$ cat src/rtl/serializer_tx_sched.sv
// Round-robin scheduler that shares one MSB-first serializer between N_REQ message sources.
// Latency: grant to ack is MSG_SIZE+4 cycles with ena held high and a serializer that raises its flag one cycle after arming.
// Backpressure: req is a level held until ack; ena=0 freezes ARM/RUN, and a stuck or short flag ends in an err pulse.
module serializer_tx_sched #(
  parameter int MSG_SIZE    = 64,
  parameter int N_REQ       = 2,
  parameter int TIMEOUT_CYC = 2*MSG_SIZE+8,
  localparam int GW = (N_REQ > 1) ? $clog2(N_REQ) : 1,
  localparam int CW = $clog2(MSG_SIZE) + 1
) (
  input  logic                      clk,
  input  logic                      rst_n,
  input  logic                      ena,
  input  logic [N_REQ-1:0]          req,
  input  logic [N_REQ*MSG_SIZE-1:0] data_in,
  output logic [N_REQ-1:0]          ack,
  output logic                      err,
  output logic                      busy,
  output logic [GW-1:0]             grant_id,
  output logic [MSG_SIZE-1:0]       ser_data,
  output logic [CW-1:0]             ser_counter,
  output logic                      ser_rst_n,
  input  logic                      ser_flag
);

  // Timer must be able to hold TIMEOUT_CYC; len gets one spare bit and saturates,
  // so a flag stuck high can never wrap back onto MSG_SIZE.
  localparam int TW = $clog2(TIMEOUT_CYC + 1);
  localparam int LW = $clog2(MSG_SIZE + 1) + 1;

  localparam logic [CW-1:0] CNT_FULL = CW'(MSG_SIZE);
  localparam logic [TW-1:0] TMO_LAST = TW'(TIMEOUT_CYC - 1);
  localparam logic [LW-1:0] LEN_FULL = LW'(MSG_SIZE);

  typedef enum logic [2:0] {
    S_IDLE,
    S_REARM,
    S_ARM,
    S_RUN,
    S_ACK,
    S_ABORT
  } state_t;

  state_t         state;
  logic [GW-1:0]  rr_ptr;
  logic [TW-1:0]  timer;
  logic [LW-1:0]  len;

  logic [GW-1:0]  pick;
  logic [GW-1:0]  pick_next;
  logic           pick_vld;

  // Round-robin search: first set req at or after rr_ptr, wrapping modulo N_REQ.
  always_comb begin
    pick     = '0;
    pick_vld = 1'b0;
    for (int i = 0; i < N_REQ; i++) begin
      if (!pick_vld && req[(int'(rr_ptr) + i) % N_REQ]) begin
        pick_vld = 1'b1;
        pick     = GW'((int'(rr_ptr) + i) % N_REQ);
      end
    end
  end

  // Priority pointer moves one past the winner so a continuous requester cannot win twice in a row.
  always_comb begin
    pick_next = '0;
    if (int'(pick) != N_REQ - 1) begin
      pick_next = pick + 1'b1;
    end
  end

  // Message sequencer; every output is registered and updated on entry to the state that owns it.
  always_ff @(posedge clk or negedge rst_n) begin
    if (!rst_n) begin
      state       <= S_IDLE;
      rr_ptr      <= '0;
      timer       <= '0;
      len         <= '0;
      ack         <= '0;
      err         <= 1'b0;
      busy        <= 1'b0;
      grant_id    <= '0;
      ser_data    <= '0;
      ser_counter <= '0;
      ser_rst_n   <= 1'b1;
    end else begin
      ack <= '0;
      err <= 1'b0;
      case (state)
        S_IDLE: begin
          if (ena && pick_vld) begin
            state       <= S_REARM;
            grant_id    <= pick;
            ser_data    <= data_in[int'(pick)*MSG_SIZE +: MSG_SIZE];
            rr_ptr      <= pick_next;
            busy        <= 1'b1;
            ser_rst_n   <= 1'b0;
            ser_counter <= '0;
            timer       <= '0;
            len         <= '0;
          end
        end

        // One-cycle local reset clears the serializer's sticky done before arming it.
        S_REARM: begin
          state       <= S_ARM;
          ser_rst_n   <= 1'b1;
          ser_counter <= CNT_FULL;
        end

        // Armed and waiting for the first valid bit; frozen while ena is low.
        S_ARM: begin
          if (ena) begin
            if (timer == TMO_LAST) begin
              state       <= S_ABORT;
              err         <= 1'b1;
              ser_rst_n   <= 1'b0;
              ser_counter <= '0;
              timer       <= '0;
            end else begin
              timer <= timer + 1'b1;
              if (ser_flag) begin
                state <= S_RUN;
                len   <= LW'(1);
              end
            end
          end
        end

        // Count flag-high cycles; the falling flag ends the message and its length is judged then.
        S_RUN: begin
          if (ena) begin
            if (timer == TMO_LAST) begin
              state       <= S_ABORT;
              err         <= 1'b1;
              ser_rst_n   <= 1'b0;
              ser_counter <= '0;
              timer       <= '0;
            end else if (ser_flag) begin
              timer <= timer + 1'b1;
              if (len != '1) begin
                len <= len + 1'b1;
              end
            end else begin
              state       <= S_ACK;
              ack         <= N_REQ'(1) << grant_id;
              err         <= (len != LEN_FULL);
              ser_counter <= '0;
              timer       <= '0;
            end
          end
        end

        // Ack (and any length error) is visible this cycle; return to arbitration next.
        S_ACK: begin
          state <= S_IDLE;
          busy  <= 1'b0;
        end

        // Err pulse and serializer reset are visible this cycle; no ack is given.
        S_ABORT: begin
          state     <= S_IDLE;
          busy      <= 1'b0;
          ser_rst_n <= 1'b1;
        end

        default: begin
          state <= S_IDLE;
        end
      endcase
    end
  end

endmodule
$ cat config.mk
export PLATFORM = sky130hd
export DESIGN_NAME = serializer_tx_sched
export DESIGN_NICKNAME = d
export VERILOG_FILES = /design/src/rtl/serializer_tx_sched.sv
export SDC_FILE = /design/constraint.sdc
export NUM_CORES = 1
export LEC_CHECK = 0
export CAP_MARGIN = 5
export CORE_MARGIN = 1.5
export CORE_UTILIZATION = 36
export CTS_CLUSTER_DIAMETER = 60
export CTS_CLUSTER_SIZE = 40
export DETAILED_ROUTE_END_ITERATION = 10
export GPL_TIMING_DRIVEN = 0
export PLACE_DENSITY = 0.78
export SYNTH_ARGS = -nofsm -noshare
export SYNTH_HDL_FRONTEND = slang
export SYNTH_SLANG_ARGS = --single-unit
$ cat constraint.sdc
create_clock -name clk -period 2.05 [get_ports clk]
set_input_delay 0.205 -clock clk [delete_from_list [all_inputs] [get_ports clk]]
set_output_delay 0.205 -clock clk [all_outputs]
set_load 0.005 [all_outputs]
==> results of run 1 <==
[routing by layer]
layer  global-route usage  vias up  wire (um)
met5                    0        -          0
met4               0.0602        0        216
met2                0.376      177       7340
met1                0.244     2031       5500
li1                     -     2074          -
met3               0.0507       17        887
[worst max-delay path: stages (launching register included)]
cell     delay, ps
dfrtp_1        420
ha_1           230
nand3_1        160
nor4_1         480
buf_4          260
nor3_2          60
a32o_1         250
[where the power goes]
group	leakage (nW)	internal, mW	total (mW)	switching, mW
Clock	0.158	1.08	1.80	0.717
Sequential	1.15	2.54	3.04	0.495
Combinational	1.97	1.94	3.46	1.51
Total	3.27	5.57	8.29	2.72
[worst max path at each step]
stage                          endpoint  cells past startpoint          startpoint
2_1_floorplan        len[2]$_DFFE_PN0P_                      6  len[0]$_DFFE_PN0P_
3_3_place_gp   ser_data[30]$_DFFE_PN0P_                      1               rst_n
3_5_place_dp   ser_data[62]$_DFFE_PN0P_                      7              req[0]
4_1_cts        ser_data[62]$_DFFE_PN0P_                      7              req[0]
5_1_grt              len[1]$_DFFE_PN0P_                      6  len[1]$_DFFE_PN0P_
6_report             len[1]$_DFFE_PN0P_                      6  len[1]$_DFFE_PN0P_
[sequential cells by signal, indices dropped and copies added, names as in the netlist]
signal / cells
ser_rst_n: 1
busy: 1
timer: 8
state: 3
rr_ptr: 1
ser_counter: 1
ser_data: 64
grant_id: 1
err: 1
ack: 2
len: 8
[through the flow]
step                power [mW]  std cells
floorplan                 4.40        466
global placement          6.40        838
detailed placement        6.53        839
CTS                       8.36        857
global route              8.82        857
finish                    8.29        857
[timing repair]
item,CTS,global route
endpoints found under the hold margin,23,0
resized for setup,1,1
hold buffers,1,0
pin swaps,1,0
endpoints found under the setup margin,2,3
buffers inserted,1,0
[cell usage after synthesis, types with 2 or more instances]
cell type / instances / area (um^2)
nor2b_1: 3 / 18.8
nand4_1: 6 / 37.5
and4_1: 2 / 17.5
or4_1: 4 / 30.0
nor4_1: 2 / 12.5
and3_1: 3 / 18.8
or3_1: 7 / 43.8
mux2i_1: 64 / 641
o21ai_0: 80 / 400
nand3b_1: 2 / 15.0
and2_1: 2 / 12.5
buf_4: 7 / 52.6
a32o_1: 2 / 20.0
nor2_1: 5 / 18.8
and3b_1: 2 / 17.5
o211ai_1: 5 / 37.5
nand2_1: 79 / 297
dfrtp_1: 90 / 2250
a31oi_1: 2 / 12.5
nor3_1: 2 / 10.0
a21oi_1: 9 / 45.0
buf_2: 18 / 90.1
nand3_1: 10 / 50.1
nand2b_1: 2 / 12.5
inv_1: 12 / 45.0
clkbuf_1: 7 / 26.3
ha_1: 3 / 37.5
a211oi_1: 2 / 15.0
[cell type report]
type / count / area share
sequential: 91 / 0.316
clock inverter: 6 / 0.0132
clock buffer: 10 / 0.0317
inverter: 12 / 0.00625
multi-input combinational: 328 / 0.287
tap: 168 / 0.0291
timing repair buffer: 207 / 0.289
buffer: 35 / 0.0281
[logic make-up after synthesis]
logic type,count (synthesis)
muxes,65
buffers and inverters,47
DFF,91
adders and majority gates,3
AOI/OAI and AO/OA,115
and+or+nand+nor,139
other,1
==> out/metrics.csv, run 1 <==
stage;metric;value;unit
finish;layout_commonest_cell;clkdlybuf4s50_1;
synth;synth_compound_area_frac;0.146;
finish;regArea;2280;um^2
synth;avgSynthCellArea;9.91;um^2
place;place_hpwl;11.0;mm
sta;fin_crit_sh;0.967;
finish;multi_input_area;2070;um^2
finish;layout_common_cells;clkdlybuf4s50_1, dfrtp_1, o21ai_0;
cts;cts_buffers;9;
critical_path;cp.arrival;2200;ps
floorplan;fp.dieH;116;um
synth;yosysSeqAreaShare;0.499;
finish;layout.filler_cells;1074;
global_routing;overflow;0;
sta;slew_violations;0;
critical_path;r2r-start;len[1]$_DFFE_PN0P_;
critical_path;worstPathMaxFanout;10;
routing;remaining_drc_errors;0;
synth;synth.mux.area_fraction;0.143;
global_routing;grt_pass1_wl;21.4;mm
critical_path;required;2270;ps
routing;vias;4299;
sta;relSlewSlack;0.540;
finish;diodes;0;
status;outcome;finished clean;
critical_path;worst-setup-path-type;reg -> reg;
sta;max_slew.worst_pin.slew;690;ps
routing;drtIter0Drc;180;
sta;whs;321;ps
finish;fin_area;7210;um^2
routing;vias_per_cell;5.02;
floorplan;die_w;116;um
sta;tns;0;ps
finish;post_route_cells_drive_above_1_share;0.0784;
cts;clock_path_buffers;2;
sta;setup_viol;0;
routing;wl_per_cell;16.3;um
cts;htree_levels;3;
place;gp_congestion;0.871;
sta;rsz0062_at_grt;false;
sta;fin_crit;1980;ps
global_routing;grtUsageTotal;0.207;
floorplan;die_area;13400;um^2
cts;worstSkewPairLatency;340;ps
critical_path;r2r_setup_slack;70;ps
floorplan;core;12200;um^2
sta;fin_skew;10.1;ps
critical_path;r2r-end;len[1]$_DFFE_PN0P_;
sta;fmax;505;MHz
cts;cts_tree;done;
power_and_ir_drop;p_leak;3.27;nW
cts;clockRootBuffer;clkbuf_16;
synth;synth_xor_area_frac;0;
critical_path;end_kind;flop;
synth;synth-seq-cells;91;
worst_hold_path;hold_path.class;in -> async;
sta;layout_setup_ws;68.6;ps
synth;synthAdderAreaFrac;0.00821;
synth;synth_top_family_by_area;simple AND/OR/NAND/NOR gates;
place;post-place-ws;-450;ps
floorplan;rows;40;
synth;netlist_instances;461;
power_and_ir_drop;vdd_drop_max;0.521;mV
routing;ant_nets;0;
cts;cts.clk_slew.worst_paths;70;ps
global_routing;grt_max_degree;69;
critical_path;rr_worst_depth;6;
finish;area_delta_synth_final;57.8;%
floorplan;start_util;0.374;
synth;ys_warn_count;0;
place;port-buffer-count;204;
synth;synth_edf_count;0;
sta;hold_viol_final;0;
floorplan;ios;211;
routing;drt-total-wl;13.9;mm
place;postPlaceCellArea;6870;um^2
synth;synth-main-ff-cell;dfrtp_1;
synth;synthSimpleGateAreaFrac;0.151;
finish;layout.nets;821;
critical_path;start_kind;flop;
global_routing;grt_pass1_vias;4316;
power_and_ir_drop;powerDensity;1150;nW/um^2
global_routing;antenna_found_initial;0;
finish;fin_util;0.591;
synth;ys_types;57;
routing;drtPass1Iterations;5;
cts;clkSinkCount;91;
synth;async_reset_ff_frac;1.00;
synth;syn_area;4570;um^2
job;cap_viol_max_count;0;
Power figures use the tool's default switching activity.
==> run 2: changes to the inputs <==
--- a/config.mk
+++ b/config.mk
@@ -7,12 +7,12 @@
 export LEC_CHECK = 0
 export CAP_MARGIN = 5
 export CORE_MARGIN = 1.5
-export CORE_UTILIZATION = 36
+export CORE_UTILIZATION = 42
 export CTS_CLUSTER_DIAMETER = 60
 export CTS_CLUSTER_SIZE = 40
 export DETAILED_ROUTE_END_ITERATION = 10
 export GPL_TIMING_DRIVEN = 0
-export PLACE_DENSITY = 0.78
+export PLACE_DENSITY = 0.88
 export SYNTH_ARGS = -nofsm -noshare
 export SYNTH_HDL_FRONTEND = slang
 export SYNTH_SLANG_ARGS = --single-unit
==> out/metrics.csv, run 2 (synthesis gave the netlist of run 1 again) <==
stage;metric;value;unit;change
routing;wl_per_cell;17.2;um;+6.0%
sta;setup_viol;0;;unchanged
finish;layout_common_cells;clkdlybuf4s50_1, dfrtp_1, nand2_1, o21ai_0, mux2i_1;;
global_routing;grt_pass1_vias;4489;;+4.0%
cts;cts.clk_slew.worst_paths;100;ps;+30 ps
place;gp_congestion;0.825;;-5.4%
sta;tns;0;ps;unchanged
finish;diodes;0;;unchanged
sta;relSlewSlack;0.551;;+0.0111
routing;vias_per_cell;5.32;;+6.0%
critical_path;slowest_stage;clkdlybuf4s50_1;;
place;post-place-ws;-360;ps;+89.3 ps
critical_path;cp.arrival;2150;ps;-50 ps
sta;hold_viol_final;0;;unchanged
finish;layout.filler_cells;824;;-23%
cts;cts_tree;done;;
cts;clkSinkCount;91;;unchanged
status;outcome;finished clean;;
sta;fmax;521;MHz;+3.3%
critical_path;timing.critical_path.slowest_cell_delay;530;ps;+50 ps
routing;vias;4388;;+2.1%
global_routing;overflow;0;;unchanged
power_and_ir_drop;powerDensity;1090;nW/um^2;-5.4%
global_routing;grtUsageTotal;0.248;;+0.0409
sta;fin_crit_sh;0.936;;-0.0308
global_routing;grt_pass1_wl;22.0;mm;+2.7%
floorplan;die_w;107;um;-7.2%
floorplan;rows;37;;-7.5%
place;port-buffer-count;204;;unchanged
routing;drtPass1Iterations;4;;-1
critical_path;cp_common_cell;clkbuf_4;;
floorplan;fp.dieH;107;um;-7.2%
finish;area_delta_synth_final;53.8;%;
finish;post_route_cells_drive_above_1_share;0.0798;;+0.00145
critical_path;end_kind;flop;;
job;cap_viol_max_count;0;;unchanged
sta;layout_setup_ws;132;ps;+63.1 ps
worst_hold_path;hold_path.class;in -> async;;
sta;slew_violations;0;;unchanged
cts;clock_path_buffers;2;;unchanged
floorplan;ios;211;;unchanged
routing;drt-total-wl;14.2;mm;+2.0%
routing;remaining_drc_errors;0;;unchanged
finish;reg_top3;ser_data (64), len (8), timer (8);;
power_and_ir_drop;vdd_drop_max;0.473;mV;-9.2%
place;place_hpwl;11.0;mm;about the same
floorplan;die_area;11500;um^2;-14%
cts;htree_levels;3;;unchanged
sta;rsz0062_at_grt;false;;
power_and_ir_drop;p_leak;3.19;nW;-2.5%
power_and_ir_drop;finalPower;7.65;mW;-7.8%
critical_path;required;2280;ps;about the same
floorplan;core;10500;um^2;-14%
global_routing;antenna_found_initial;0;;unchanged
routing;drtIter0Drc;219;;+22%
critical_path;worst-setup-path-type;in -> reg;;
sta;whs;296;ps;-24.9 ps
global_routing;grt_max_degree;71;;+2.9%
finish;layout.nets;821;;unchanged
cts;worstSkewPairLatency;360;ps;+20 ps
finish;largest_register;ser_data;;
critical_path;crit_chain;clkdlybuf4s50_1, inv_1, o21ai_1, clkbuf_4, clkbuf_4, mux2i_1, o21ai_0;;
sta;fin_skew;14.5;ps;+4.36 ps
sta;max_slew.worst_pin.slew;673;ps;-16.7 ps
floorplan;start_util;0.437;;+0.0626
critical_path;worstPathMaxFanout;10;;unchanged
cts;cts_buffers;9;;unchanged
critical_path;rr_worst_depth;6;;unchanged
finish;largest_register_ff_count;64;;unchanged
routing;ant_nets;0;;unchanged
finish;layout_commonest_cell;clkdlybuf4s50_1;;
critical_path;start_kind;primary input;;
cts;clockRootBuffer;clkbuf_8;;
sta;fin_crit;1920;ps;-63.1 ps
run 2: worst max-delay path: cells and delay by family:
kind / cells / cell delay [ps]
compound gates: 2 / 380
mux: 1 / 320
buf+inv: 4 / 1250
run 2: report_power, final:
group          total (mW)  internal, mW  switching (mW)
Clock                1.11         0.450           0.659
Combinational        3.49          1.95            1.55
Sequential           3.04          2.54           0.506
Total                7.65          4.93            2.71
run 2: path summary, 6_finish.rpt:
path	start	endpoint	slack (ps)
min in group clk	data_in[76]	ser_data[12]$_DFFE_PN0P_	480
setup / recovery	req[0]	ser_data[62]$_DFFE_PN0P_	130
hold reg to reg	ser_data[52]$_DFFE_PN0P_	ser_data[52]$_DFFE_PN0P_	490
setup reg to reg	len[0]$_DFFE_PN0P_	len[3]$_DFFE_PN0P_	140
max in group asynchronous	rst_n	ser_data[22]$_DFFE_PN0P_	1130
hold / removal	rst_n	ser_data[10]$_DFFE_PN0P_	300
run 2: area by class of cell:
cell class              count  area (um^2)  share of cell area
flip-flops and latches     91         2280               0.324
repair buffers            207         2080               0.297
multi-input cells         328         2070               0.295
plain buffers              35          203              0.0288
well taps                 136          170              0.0242
clock buffers              10          128              0.0182
clock inverters             6         47.5             0.00677
inverters                  12         45.0             0.00641
run 2: timing repair:
item	CTS	global route
setup buffers	0	1
hold endpoints to repair	20	0
resized for setup	0	4
endpoints found under the setup margin	0	71
hold buffers	1	0
run 2: per-stage QoR:
stage               cells  utilization  area [um^2]
detailed placement    807        0.652         6830
CTS                   824        0.670         7010
floorplan             466            -         4590
global route          825        0.672         7030
finish                825        0.672         7030
global placement      806        0.650         6800
run 2: metal layers:
metal,wire [um],global-route usage
met4,578,0.124
met3,880,0.0569
met1,5310,0.284
met5,0,0
met2,7460,0.433
